## config.mk

```make
export PLATFORM = sky130hd
export DESIGN_NAME = sqrt_sched_flat
export DESIGN_NICKNAME = d
export VERILOG_FILES = /design/src/rtl/sqrt_sched_if.sv /design/src/rtl/sqrt_sched.sv /design/src/flat_wrapper.sv
export SDC_FILE = /design/constraint.sdc
export NUM_CORES = 1
export LEC_CHECK = 0
export CELL_PAD_IN_SITES_DETAIL_PLACEMENT = 1
export CELL_PAD_IN_SITES_GLOBAL_PLACEMENT = 1
export CORE_ASPECT_RATIO = 0.9
export CORE_MARGIN = 2
export CORE_UTILIZATION = 40
export CTS_CLUSTER_DIAMETER = 100
export DETAILED_ROUTE_END_ITERATION = 10
export PLACE_DENSITY = 0.89
export SLEW_MARGIN = 20
export SYNTH_ARGS = -nofsm -noshare
export SYNTH_HDL_FRONTEND = slang
export SYNTH_SLANG_ARGS = --single-unit
```

## constraint.sdc

```tcl
create_clock -name clk_i -period 7.3 [get_ports clk_i]
set_input_delay 2.19 -clock clk_i [delete_from_list [all_inputs] [get_ports clk_i]]
set_output_delay 2.19 -clock clk_i [all_outputs]
set_load 0.005 [all_outputs]
```

## src/rtl/sqrt_sched_if.sv

```systemverilog
// rtl/sqrt_sched_if.sv - request/result bundle for the shared square-root scheduler
//
// Purpose: groups the requester handshake and the result bus of sqrt_sched.
// Signals:
//   req          [NREQ]     request per channel, held with datain stable until ack
//   datain       [NREQ*64]  operands, channel i at [64*i+63:64*i]
//   ack          [NREQ]     one-hot 1-cycle grant pulse
//   busy                    high while the engine is iterating
//   pushout                 1-cycle result-valid pulse
//   tagout       [TAGW]     requester index owning the result
//   rootout      [32]       square root (floor, or rounded when SQRT_ROUND_EN)
//   remainderout [33]       x - floor_root^2
//   squareout    [64]       original operand
// Modports: master = requester/consumer side, slave = scheduler side.
interface sqrt_sched_if #(
   parameter int NREQ = 4,
   parameter int TAGW = 2
);
   logic [NREQ-1:0]    req;
   logic [NREQ*64-1:0] datain;
   logic [NREQ-1:0]    ack;
   logic               busy;
   logic               pushout;
   logic [TAGW-1:0]    tagout;
   logic [31:0]        rootout;
   logic [32:0]        remainderout;
   logic [63:0]        squareout;

   modport master (
      output req, datain,
      input  ack, busy, pushout, tagout, rootout, remainderout, squareout
   );

   modport slave (
      input  req, datain,
      output ack, busy, pushout, tagout, rootout, remainderout, squareout
   );
endinterface

```

## src/rtl/sqrt_sched.sv

```systemverilog
// rtl/sqrt_sched.sv - round-robin shared iterative 64-bit integer square-root engine
//
// Purpose: one restoring 2-bits-per-step square-root engine shared by NREQ
// requesters. One operation in flight; SPC recurrence steps per clock, so an
// operation takes N = 32/SPC run cycles after its grant.
// Ports:
//   clk_i   clock, all logic on posedge
//   rst_i   synchronous active-high reset
//   bus     sqrt_sched_if.slave (req/datain in; ack/busy/pushout/tagout/
//           rootout/remainderout/squareout out, all registered)
// Configuration macro: SQRT_ROUND_EN - rootout rounded to nearest (saturating);
// when undefined rootout is the floor root and no rounding logic exists.
module sqrt_sched #(
   parameter int NREQ = 4,
   parameter int TAGW = 2,
   parameter int SPC  = 1
) (
   input  logic        clk_i,
   input  logic        rst_i,
   sqrt_sched_if.slave bus
);
   localparam int N  = 32 / SPC;
   localparam int CW = 6;

   typedef enum logic {IDLE, RUN} state_t;

   state_t          state_q;
   logic [TAGW-1:0] ptr_q;
   logic [TAGW-1:0] tag_q;
   logic [63:0]     x_q;
   logic [63:0]     sq_q;
   logic [31:0]     root_q;
   logic [33:0]     rem_q;
   logic [CW-1:0]   cnt_q;

   logic [NREQ-1:0] ack_q;
   logic            busy_q;
   logic            push_q;
   logic [TAGW-1:0] tagout_q;
   logic [31:0]     rootout_q;
   logic [32:0]     remout_q;
   logic [63:0]     sqout_q;

   logic [63:0]     x_d;
   logic [31:0]     root_d;
   logic [33:0]     rem_d;
   logic [33:0]     rem_t;
   logic [33:0]     trial;
   logic [31:0]     root_fin;

   logic            win_vld;
   logic [TAGW-1:0] win_idx;

   // Round-robin search starts just after the last winner and wraps.
   always_comb begin
      win_vld = 1'b0;
      win_idx = ptr_q;
      for (int k = 1; k <= NREQ; k++) begin
         if (!win_vld && bus.req[(int'(ptr_q) + k) % NREQ]) begin
            win_vld = 1'b1;
            win_idx = TAGW'((int'(ptr_q) + k) % NREQ);
         end
      end
   end

   // SPC restoring steps chained combinationally. rem never exceeds 2*root,
   // so the shifted partial remainder always fits in 34 bits.
   always_comb begin
      x_d    = x_q;
      root_d = root_q;
      rem_d  = rem_q;
      rem_t  = '0;
      trial  = '0;
      for (int s = 0; s < SPC; s++) begin
         rem_t = (rem_d << 2) | {32'd0, x_d[63:62]};
         trial = {root_d, 2'b01};
         x_d   = {x_d[61:0], 2'b00};
         if (trial <= rem_t) begin
            rem_d  = rem_t - trial;
            root_d = {root_d[30:0], 1'b1};
         end else begin
            rem_d  = rem_t;
            root_d = {root_d[30:0], 1'b0};
         end
      end
   end

`ifdef SQRT_ROUND_EN
   // x lies past the midpoint (r+0.5)^2 exactly when rem > r; hold at all-ones.
   always_comb begin
      root_fin = root_d;
      if (rem_d > {2'b00, root_d} && root_d != 32'hFFFF_FFFF) begin
         root_fin = root_d + 32'd1;
      end
   end
`else
   assign root_fin = root_d;
`endif

   always_ff @(posedge clk_i) begin
      if (rst_i) begin
         state_q   <= IDLE;
         ptr_q     <= TAGW'(NREQ - 1);
         tag_q     <= '0;
         x_q       <= '0;
         sq_q      <= '0;
         root_q    <= '0;
         rem_q     <= '0;
         cnt_q     <= '0;
         ack_q     <= '0;
         busy_q    <= 1'b0;
         push_q    <= 1'b0;
         tagout_q  <= '0;
         rootout_q <= '0;
         remout_q  <= '0;
         sqout_q   <= '0;
      end else begin
         ack_q  <= '0;
         push_q <= 1'b0;
         case (state_q)
            IDLE: begin
               if (win_vld) begin
                  x_q     <= bus.datain[int'(win_idx)*64 +: 64];
                  sq_q    <= bus.datain[int'(win_idx)*64 +: 64];
                  tag_q   <= win_idx;
                  ptr_q   <= win_idx;
                  ack_q   <= NREQ'(1) << win_idx;
                  root_q  <= '0;
                  rem_q   <= '0;
                  cnt_q   <= '0;
                  busy_q  <= 1'b1;
                  state_q <= RUN;
               end
            end
            RUN: begin
               x_q    <= x_d;
               root_q <= root_d;
               rem_q  <= rem_d;
               cnt_q  <= cnt_q + CW'(1);
               if (cnt_q == CW'(N - 1)) begin
                  push_q    <= 1'b1;
                  tagout_q  <= tag_q;
                  rootout_q <= root_fin;
                  remout_q  <= rem_d[32:0];
                  sqout_q   <= sq_q;
                  busy_q    <= 1'b0;
                  state_q   <= IDLE;
               end
            end
            default: state_q <= IDLE;
         endcase
      end
   end

   assign bus.ack          = ack_q;
   assign bus.busy         = busy_q;
   assign bus.pushout      = push_q;
   assign bus.tagout       = tagout_q;
   assign bus.rootout      = rootout_q;
   assign bus.remainderout = remout_q;
   assign bus.squareout    = sqout_q;
endmodule

```

## src/flat_wrapper.sv

```systemverilog
// flat-port wrapper written by rule: the top's interface ports become plain ports
module sqrt_sched_flat 
#(
   parameter int NREQ = 4,
   parameter int TAGW = 2,
   parameter int SPC  = 1
)
  (clk_i, rst_i, bus_req, bus_datain, bus_ack, bus_busy, bus_pushout, bus_tagout, bus_rootout, bus_remainderout, bus_squareout);
  sqrt_sched_if #(.NREQ(NREQ), .TAGW(TAGW)) bus_i ();
  input  logic clk_i;
  input  logic rst_i;
  input wire logic [$bits(bus_i.req)-1:0] bus_req;
  input wire logic [$bits(bus_i.datain)-1:0] bus_datain;
  output wire logic [$bits(bus_i.ack)-1:0] bus_ack;
  output wire logic [$bits(bus_i.busy)-1:0] bus_busy;
  output wire logic [$bits(bus_i.pushout)-1:0] bus_pushout;
  output wire logic [$bits(bus_i.tagout)-1:0] bus_tagout;
  output wire logic [$bits(bus_i.rootout)-1:0] bus_rootout;
  output wire logic [$bits(bus_i.remainderout)-1:0] bus_remainderout;
  output wire logic [$bits(bus_i.squareout)-1:0] bus_squareout;
  assign bus_i.req = bus_req;
  assign bus_i.datain = bus_datain;
  assign bus_ack = bus_i.ack;
  assign bus_busy = bus_i.busy;
  assign bus_pushout = bus_i.pushout;
  assign bus_tagout = bus_i.tagout;
  assign bus_rootout = bus_i.rootout;
  assign bus_remainderout = bus_i.remainderout;
  assign bus_squareout = bus_i.squareout;
  sqrt_sched #(.NREQ(NREQ), .TAGW(TAGW), .SPC(SPC)) u_core (.clk_i(clk_i), .rst_i(rst_i), .bus(bus_i));
endmodule
```

## Word level (Yosys, flattened, before mapping)

Index checks and enable logic that the tools add are counted.

- Word-level logic and storage cells: 90
- Input port bits: 262
- Memories: 0
- ROM bits: 0
- Bits in latches: 0
- Flip-flop bits (word level): 340
- Bits in writable memories: 0

- Shift-type cells: 2
- Multiply operators: 0
- Divide/modulo/power cells: 0
- Mux-type cells: 37
- Bitwise operators: 7
- $add $sub $neg: 6
- $lt $le $gt $ge: 5
- Equal/unequal tests: 3
- Reductions and logical operators: 15

Operators by type and width:

| kind | number |
|---|---|
| $shiftx A256 B9 Y64 | 1 |
| $pmux W32 S2 | 2 |
| $pmux W64 S2 | 1 |
| $mux W32 | 2 |
| $mux W64 | 1 |
| $le A34 B34 Y1 | 1 |
| $or A34 B2 Y34 | 1 |
| $mux W33 | 1 |
| $sub A33 B33 Y33 | 1 |
| $mux W1 | 18 |
| $lt A3 B4 Y1 const B | 4 |
| $pmux W6 S2 | 1 |
| $reduce_or A2 Y1 | 5 |
| $bmux W1 S2 | 4 |
| $mux W2 | 4 |
| $add A6 B1 Y6 const B | 1 |
| $eq A6 B5 Y1 const B | 1 |
| $mux W6 | 1 |
| $reduce_and A2 Y1 | 3 |
| $add A2 B1 Y2 const B | 2 |
| $add A2 B2 Y2 const B | 2 |
| $and A1 B1 Y1 const A | 4 |
| $pmux W1 S2 | 2 |
| $shl A1 B2 Y4 const A | 1 |
| 6 further kinds | 11 |

## Logic depth before layout (Yosys ltp)

- Depth in word-level cells: 19
- Gate-level depth with buffers: 13
- Gate-level depth less buffers: 10

## Worst setup path after synthesis

No wires, ideal clock.

- Path type: input-to-reg
- From: input port bus_req[3]
- To: register u_core.x_q[0]
- Slack: 3.321 ns
- Path buffers: 2
- Setup time: 0.115 ns
- Arrival time: 3.864 ns
- Stages on the path: 9
- Path through: nand2b_1 -> o21ai_0 -> a221oi_2 -> buf_4 -> buf_6 -> mux2_2 -> o21ai_0 -> o21ai_0 -> and3_1

- Word-level cells in the longest chain between the ends: 16
- Elaborated cells between the ends (all ways): 30
- Classes of those cells: 1 x eq/ne; 1 x shift; 22 x mux; 6 x reduce/logical

Ends and longest elaborated chain:

| item | line | text |
|---|---|---|
| start, declared | flat_wrapper.sv:12 | `input wire logic [$bits(bus_i.req)-1:0] bus_req;` |
| $bmux W1 S2 | sqrt_sched.sv:59 | `if (!win_vld && bus.req[(int'(ptr_q) + k) % NREQ]) begin` |
| $mux W1 (implied by the code) (2 in a row) | sqrt_sched.sv:59 |  |
| $mux W1 | sqrt_sched.sv:59 |  |
| $logic_not A1 Y1 | sqrt_sched.sv:59 |  |
| $logic_and A1 B1 Y1 | sqrt_sched.sv:59 |  |
| $mux W1 | sqrt_sched.sv:59 |  |
| $logic_not A1 Y1 | sqrt_sched.sv:59 |  |
| $logic_and A1 B1 Y1 | sqrt_sched.sv:59 |  |
| $mux W1 | sqrt_sched.sv:59 |  |
| $logic_not A1 Y1 | sqrt_sched.sv:59 |  |
| $logic_and A1 B1 Y1 | sqrt_sched.sv:59 |  |
| $mux W2 | sqrt_sched.sv:59 |  |
| $shiftx A256 B9 Y64 | sqrt_sched.sv:123 | `x_q <= bus.datain[int'(win_idx)*64 +: 64];` |
| $mux W64 | sqrt_sched.sv:122 | `if (win_vld) begin` |
| $pmux W64 S2 | sqrt_sched.sv:120 | `case (state_q)` |
| end signal, assigned | sqrt_sched.sv:123 |  |
| end, declared | sqrt_sched.sv:30 | `logic [63:0] x_q;` |

Parallel ways exist; a longest one is shown, timed or not. The select of a mux whose other input is x is not followed.
A chain may end at the register's enable or synchronous reset.

## Worst setup path in the final report

- From: input port bus_req[3]
- To: register u_core.x_q[30]

Same word-level chain as after synthesis.

==> reports/summary.json <==
{
  "outcome": "complete, no violations",
  "die_x_um": 223,
  "powerDensity_nw_per_um2": 282,
  "timing.max_slew.rel_slack": 0.280,
  "antenna_found_initial": 6,
  "post-route-util": 0.531,
  "rr_endpoint": "u_core.rem_q[25]",
  "min-delay-path-class": "reg2reg",
  "die_y_extent_um": 201,
  "routed_via_density": 5.67,
  "path_common_cell": "a211oi_1",
  "area_delta_synth_final_pct": 31.6,
  "maxUsedRoutingLayer": "met5",
  "synth_fp_nets": 2500,
  "synthesis.yosys.warnings": 0,
  "r2r_start": "u_core.root_q[13]",
  "row_count": 72,
  "setup_violations": 0,
  "multiInputGateArea_sq_um": 9410,
  "cp.arrival_ns": 5.14,
  "cellLeakagePower_nw": 8.21,
  "asyncSetResetFlopFracSynth": 0,
  "initial_standard_cell_utilization_of_the_core": 0.403,
  "hpwl_um": 44000,
  "timing.critical_path.slowest_stage_cell": "buf_12",
  "synth_flop_cell": "dfxtp_1",
  "io_buffers": 398,
  "worstPathRequired_ns": 7.67,
  "critical_path_class": "in2reg",
  "cts_tree": "done",
  "wl_met3_um": 2780,
  "yosys_register_bits": 340,
  "drc_errors": 0,
  "slew_viol_final": 0,
  "tightestPinTransition_ns": 1.08,
  "final.min_clock_period_ns": 4.76,
  "fill_cells": 5097,
  "vias": 17200,
  "clock-root-buffer": "clkbuf_16",
  "drive_gt1_frac": 0.0424,
  "post_cts_buffers": 0,
  "num_io_pins": 399,
  "nets_final": 2774,
  "clockBufferDepth": 3,
  "gpl.final_weighted_congestion": 0.894,
  "timing.critical_path.slowest_cell_delay_ns": 0.56,
  "critical_path_capture_point_type": "register",
  "hold_start": "u_core.sq_q[28]",
  "finalWirelength_um": 62600,
  "final-seq-area_sq_um": 6810,
  "timing.setup.tns_ns": 0,
  "drt-initial-drc-count": 1056,
  "worstHoldEndpoint": "u_core.bus.squareout[28]",
  "detailed_place.area_sq_um": 21300,
  "rrSetupSlack_ns": 3.32,
  "maxCapViolCount": 0,
  "number_of_antenna_violating_nets_in_the_routed_design": 0,
  "worstPathCellList": "clkdlybuf4s50_1 > nand2b_1 > o21ai_0 > a221oi_4 > buf_12 > nor2b_1 > a211oi_1 > a211oi_1 > a211oi_1 > nor3_1",
  "crit_path_max_fanout": 132,
  "met2_length_um": 30900,
  "core_sq_um": 42700,
  "met1Wirelength_um": 26600,
  "skew_final_ns": 0.0157,
  "synth-edff-count": 0,
  "cell_variety_after_synth": 66,
  "final_area_sq_um": 22700,
  "cts_inserted_buffers": 38,
  "synthesized_area_sq_um": 17200,
  "achievable-frequency_mhz": 210,
  "die_area_sq_um": 44700,
  "start_kind": "input port",
  "grt_use_total": 0.270,
  "global_route_wire_length_before_repair_um": 98200,
  "htree_levels": 2,
  "clock-sinks": 340,
  "final_worst_path_period_share": 0.652,
  "cts_hold_repair.buffers": 0,
  "reg2reg_depth": 11,
  "clkSlewWorstSetupHoldPaths_ns": 0.06,
  "drt-pass1-iter-count": 5,
  "post_synthesis_sequential_area_ratio": 0.395,
  "clock_latency_ns": 0.53,
  "grt_start_max_net_pins": 161,
  "timing_hold_violations_final": 0,
  "synthesis.instances": 2174,
  "rsz0062_at_grt": "no",
  "worstHoldPathCells": 2,
  "grt_overflow": 0,
  "postSynthAreaPerCell_sq_um": 7.92,
  "post_cts.resized_instances": 0,
  "vdd_ir_drop_max_mv": 0.153,
  "grt_pass1_vias": 18100,
  "route.detailed.wl_per_inst_um": 20.6,
  "hold-worst-slack_ns": 0.452
}
metal layers:
layer	up-vias	GRT usage
met5	-	0
met4	2	0.107
met3	136	0.0410
met2	424	0.471
met1	8428	0.334
li1	8234	-
per-stage QoR:
stage	total power [mW]	cells	setup slack (ns)
after CTS	6.41	3030	2.49
final	6.40	3036	2.54
after detailed placement	4.39	2962	1.90
after floorplan	3.70	2174	3.32
after global routing	6.75	3036	2.41
after global placement	4.30	2962	2.21
worst max path at each step:
stage | end | cells past startpoint | slack (ns) | from
CTS | u_core.x_q[42] | 9 | 2.49 | bus_req[1]
global route | u_core.x_q[8] | 10 | 2.41 | bus_req[3]
finish | u_core.x_q[30] | 10 | 2.54 | bus_req[3]
detailed placement | u_core.x_q[42] | 9 | 1.90 | bus_req[1]
floorplan | u_core.x_q[0] | 9 | 3.32 | bus_req[3]
global placement | u_core.x_q[51] | 9 | 2.21 | bus_req[1]
cell families (layout without fill, tap and decap cells):
group                    after synthesis  after routing  share of synthesized area
other                                  0              5                          0
multiplexers                          74             74                     0.0432
AND/OR/NAND/NOR                      720            720                      0.185
buffers and inverters                254            556                     0.0610
adder cells (fa/ha/maj)               64             64                     0.0465
flip-flops                           340            340                      0.395
XOR/XNOR                              23             23                     0.0117
AO/OA/AOI/OAI                        699            699                      0.257
placed cells by master (no fill, tap or decap), types with 64 or more instances in the layout:
master and instances:
clkdlybuf4s50_1 397, dfxtp_1 339, nand2_1 303, a211oi_1 271, a21oi_1 241, nor2_1 191, o21ai_0 107, nor3_1 75
inv_1 71, mux2i_1 71, nor2b_1 66, ha_1 64
worst max-delay path, delay by kind of cell:
kind,cells,cell delay (ns)
simple gates,3,0.36
buf+inv,2,1.06
compound gates,5,1.50
flip-flops by register name, indices dropped and copies added (netlist names), 6 cells and up:
name and cells:
u_core.x_q 64, u_core.rem_q 32, u_core.sq_q 64, u_core.root_q 32
u_core.bus.remainderout 33, u_core.bus.squareout 64, u_core.cnt_q 6, u_core.bus.rootout 32
where the power goes:
group          internal (mW)  switching (mW)
logic                  0.919            1.39
clock network           1.19           0.804
registers               1.99           0.107
total                   4.10            2.30
cell type report:
cell class / count / area share
timing repair buffer: 416 / 0.184
inverter: 72 / 0.0119
sequential: 340 / 0.300
tap: 555 / 0.0306
antenna: 5 / 0.000552
clock buffer: 55 / 0.0501
clock inverter: 13 / 0.00673
multi-input combinational: 1580 / 0.415
cell usage after synthesis, drive strengths merged, types with 14 or more instances:
library cell | number | area, sq um
nor3 | 75 | 375
a211oi | 272 | 2050
ha | 64 | 801
inv | 72 | 270
clkbuf | 137 | 514
buf | 45 | 267
nand3 | 21 | 105
mux2i | 71 | 711
a21oi | 242 | 1210
nor2 | 191 | 717
a21o | 14 | 105
nor2b | 66 | 413
o21ai | 113 | 569
nand2 | 303 | 1140
dfxtp | 340 | 6810
(Power assumes the default switching activity.)
==> variant, RTL diff (same settings) <==
Reset style: asynchronous (`rst_i`), changed in one clocked block. Comments in the files are not updated.
--- a/src/rtl/sqrt_sched.sv
+++ b/src/rtl/sqrt_sched.sv
@@ -98,5 +98,5 @@
 `endif
 
-   always_ff @(posedge clk_i) begin
+   always_ff @(posedge clk_i or posedge rst_i) begin
       if (rst_i) begin
          state_q   <= IDLE;
Check against the original RTL: not settled (the Yosys comparison gave no result); the edit may change what the design does.
==> variant against the original RTL <==
- clock skew up 0.0084 ns
- cell count decreased by 6.5%
- area after synthesis is 2.7% higher
- sequential cell count did not move
- utilization up 0.23 points
- die area is 2.7% higher
- worst setup slack got worse by 0.15 ns
- synthesized cell count is 14% lower
- routed wire length rose by 2.4%
- register-to-register slack lost 0.42 ns
- first-iteration DRC count increased by 8.2%
- design area up 3.3%
- largest cell class is now registers
Power is not compared: it rests on default switching activity, and its combinational part moved more than twofold at a synthesized area within 25%.
==> variant: results (changes against the original RTL) <==
metric	value	unit	change
status	completed		
placed inst area	22100	sq um	+3.8%
DRT iter0 DRCs	1143		+8.2%
hold_sp	u_core.sq_q[18]$_DFFE_PP0P_		
Avg Inst Size Synth	9.41	sq um	+19%
pre-CTS setup slack	1.87	ns	-0.0279 ns
reg2reg setup slack	2.90	ns	-0.42 ns
Worst path slowest cell	buf_4		
wire per inst	22.6	microns	+9.5%
PnR worst setup slack	2.39	ns	-0.145 ns
Synth cell types	57		-14%
ys async rst share	100	%	+100 points
routed vias/inst	5.56		-2.0%
layout cell share with drive strength beyond 1	7.02	%	+2.8 points
clk_skew	0.0241	ns	+0.00839 ns
Post-Layout Cell Count	2838		-6.5%
nets	2536		-8.6%
post-detail-place hpwl	46300	microns	+5.2%
crit path DAT	5.34	ns	+0.20 ns
worst-skew pair later-pin latency	0.57	ns	+0.04 ns
Worst Hold End	u_core.bus.squareout[18]$_DFFE_PP0P_		
synth top area cells	dfrtp_1, nand2_1, mux4_2		
worst r2r dst	u_core.rem_q[19]$_DFFE_PP0P_		
RePlAce Congestion	0.874		-2.2%
Main synth FF type	dfrtp_1		
CP Max Fanout	57		-57%
Worst path max stage delay	0.73	ns	+0.17 ns
variant: cell types whose count changed in the layout (fill, tap and decap cells not counted), moves of 8 or more:
cell,delta
nand2_1,+312
nor2b_1,-59
nor3_1,-60
dfrtp_1,+337
nor2_1,-152
a22o_1,-8
o21ai_0,+61
dfxtp_1,-339
a211oi_1,-264
mux4_2,+64
o22ai_1,+18
mux2i_1,+14
o31ai_1,+31
a21oi_1,-183
variant: cells by family (layout without fill, tap and decap cells):
family,after synthesis,count (layout),synth area share [%]
AND/OR/NAND/NOR,749,749,17.0
AO/OA/AOI/OAI,354,354,11.7
flip-flops,340,340,48.1
buffers and inverters,197,554,4.36
multiplexers,150,150,13.0
adder cells (fa/ha/maj),64,64,4.53
XOR/XNOR,25,25,1.24
other,0,2,0
variant: layer usage:
layer | share of wire, % | up-vias | GRT usage (%)
li1 | - | 7064 | -
met2 | 49 | 569 | 47.3
met1 | 40 | 7962 | 34.9
met5 | 0.069 | - | 0
met3 | 5.3 | 174 | 4.77
met4 | 5.1 | 6 | 13.8
variant: cell type report:
class                   count  area [sq um]
clock buffers              50          1070
diodes                      2          5.00
flip-flops and latches    340          8510
fillers                  4891         20500
clock inverters            16           189
inverters                  75           285
multi-input cells        1342          8460
repair buffers            413          4150
well taps                 600           751
variant: worst max path at each step:
stage,cells past startpoint,from,end
2_1_floorplan,1,rst_i,u_core.bus.ack[0]$_DFF_PP0_
3_5_place_dp,8,bus_req[2],u_core.cnt_q[2]$_DFFE_PP0P_
5_1_grt,8,bus_req[2],u_core.cnt_q[2]$_DFFE_PP0P_
6_report,8,bus_req[2],u_core.cnt_q[2]$_DFFE_PP0P_
4_1_cts,8,bus_req[2],u_core.cnt_q[2]$_DFFE_PP0P_
3_3_place_gp,8,bus_req[2],u_core.rem_q[27]$_DFFE_PP0P_
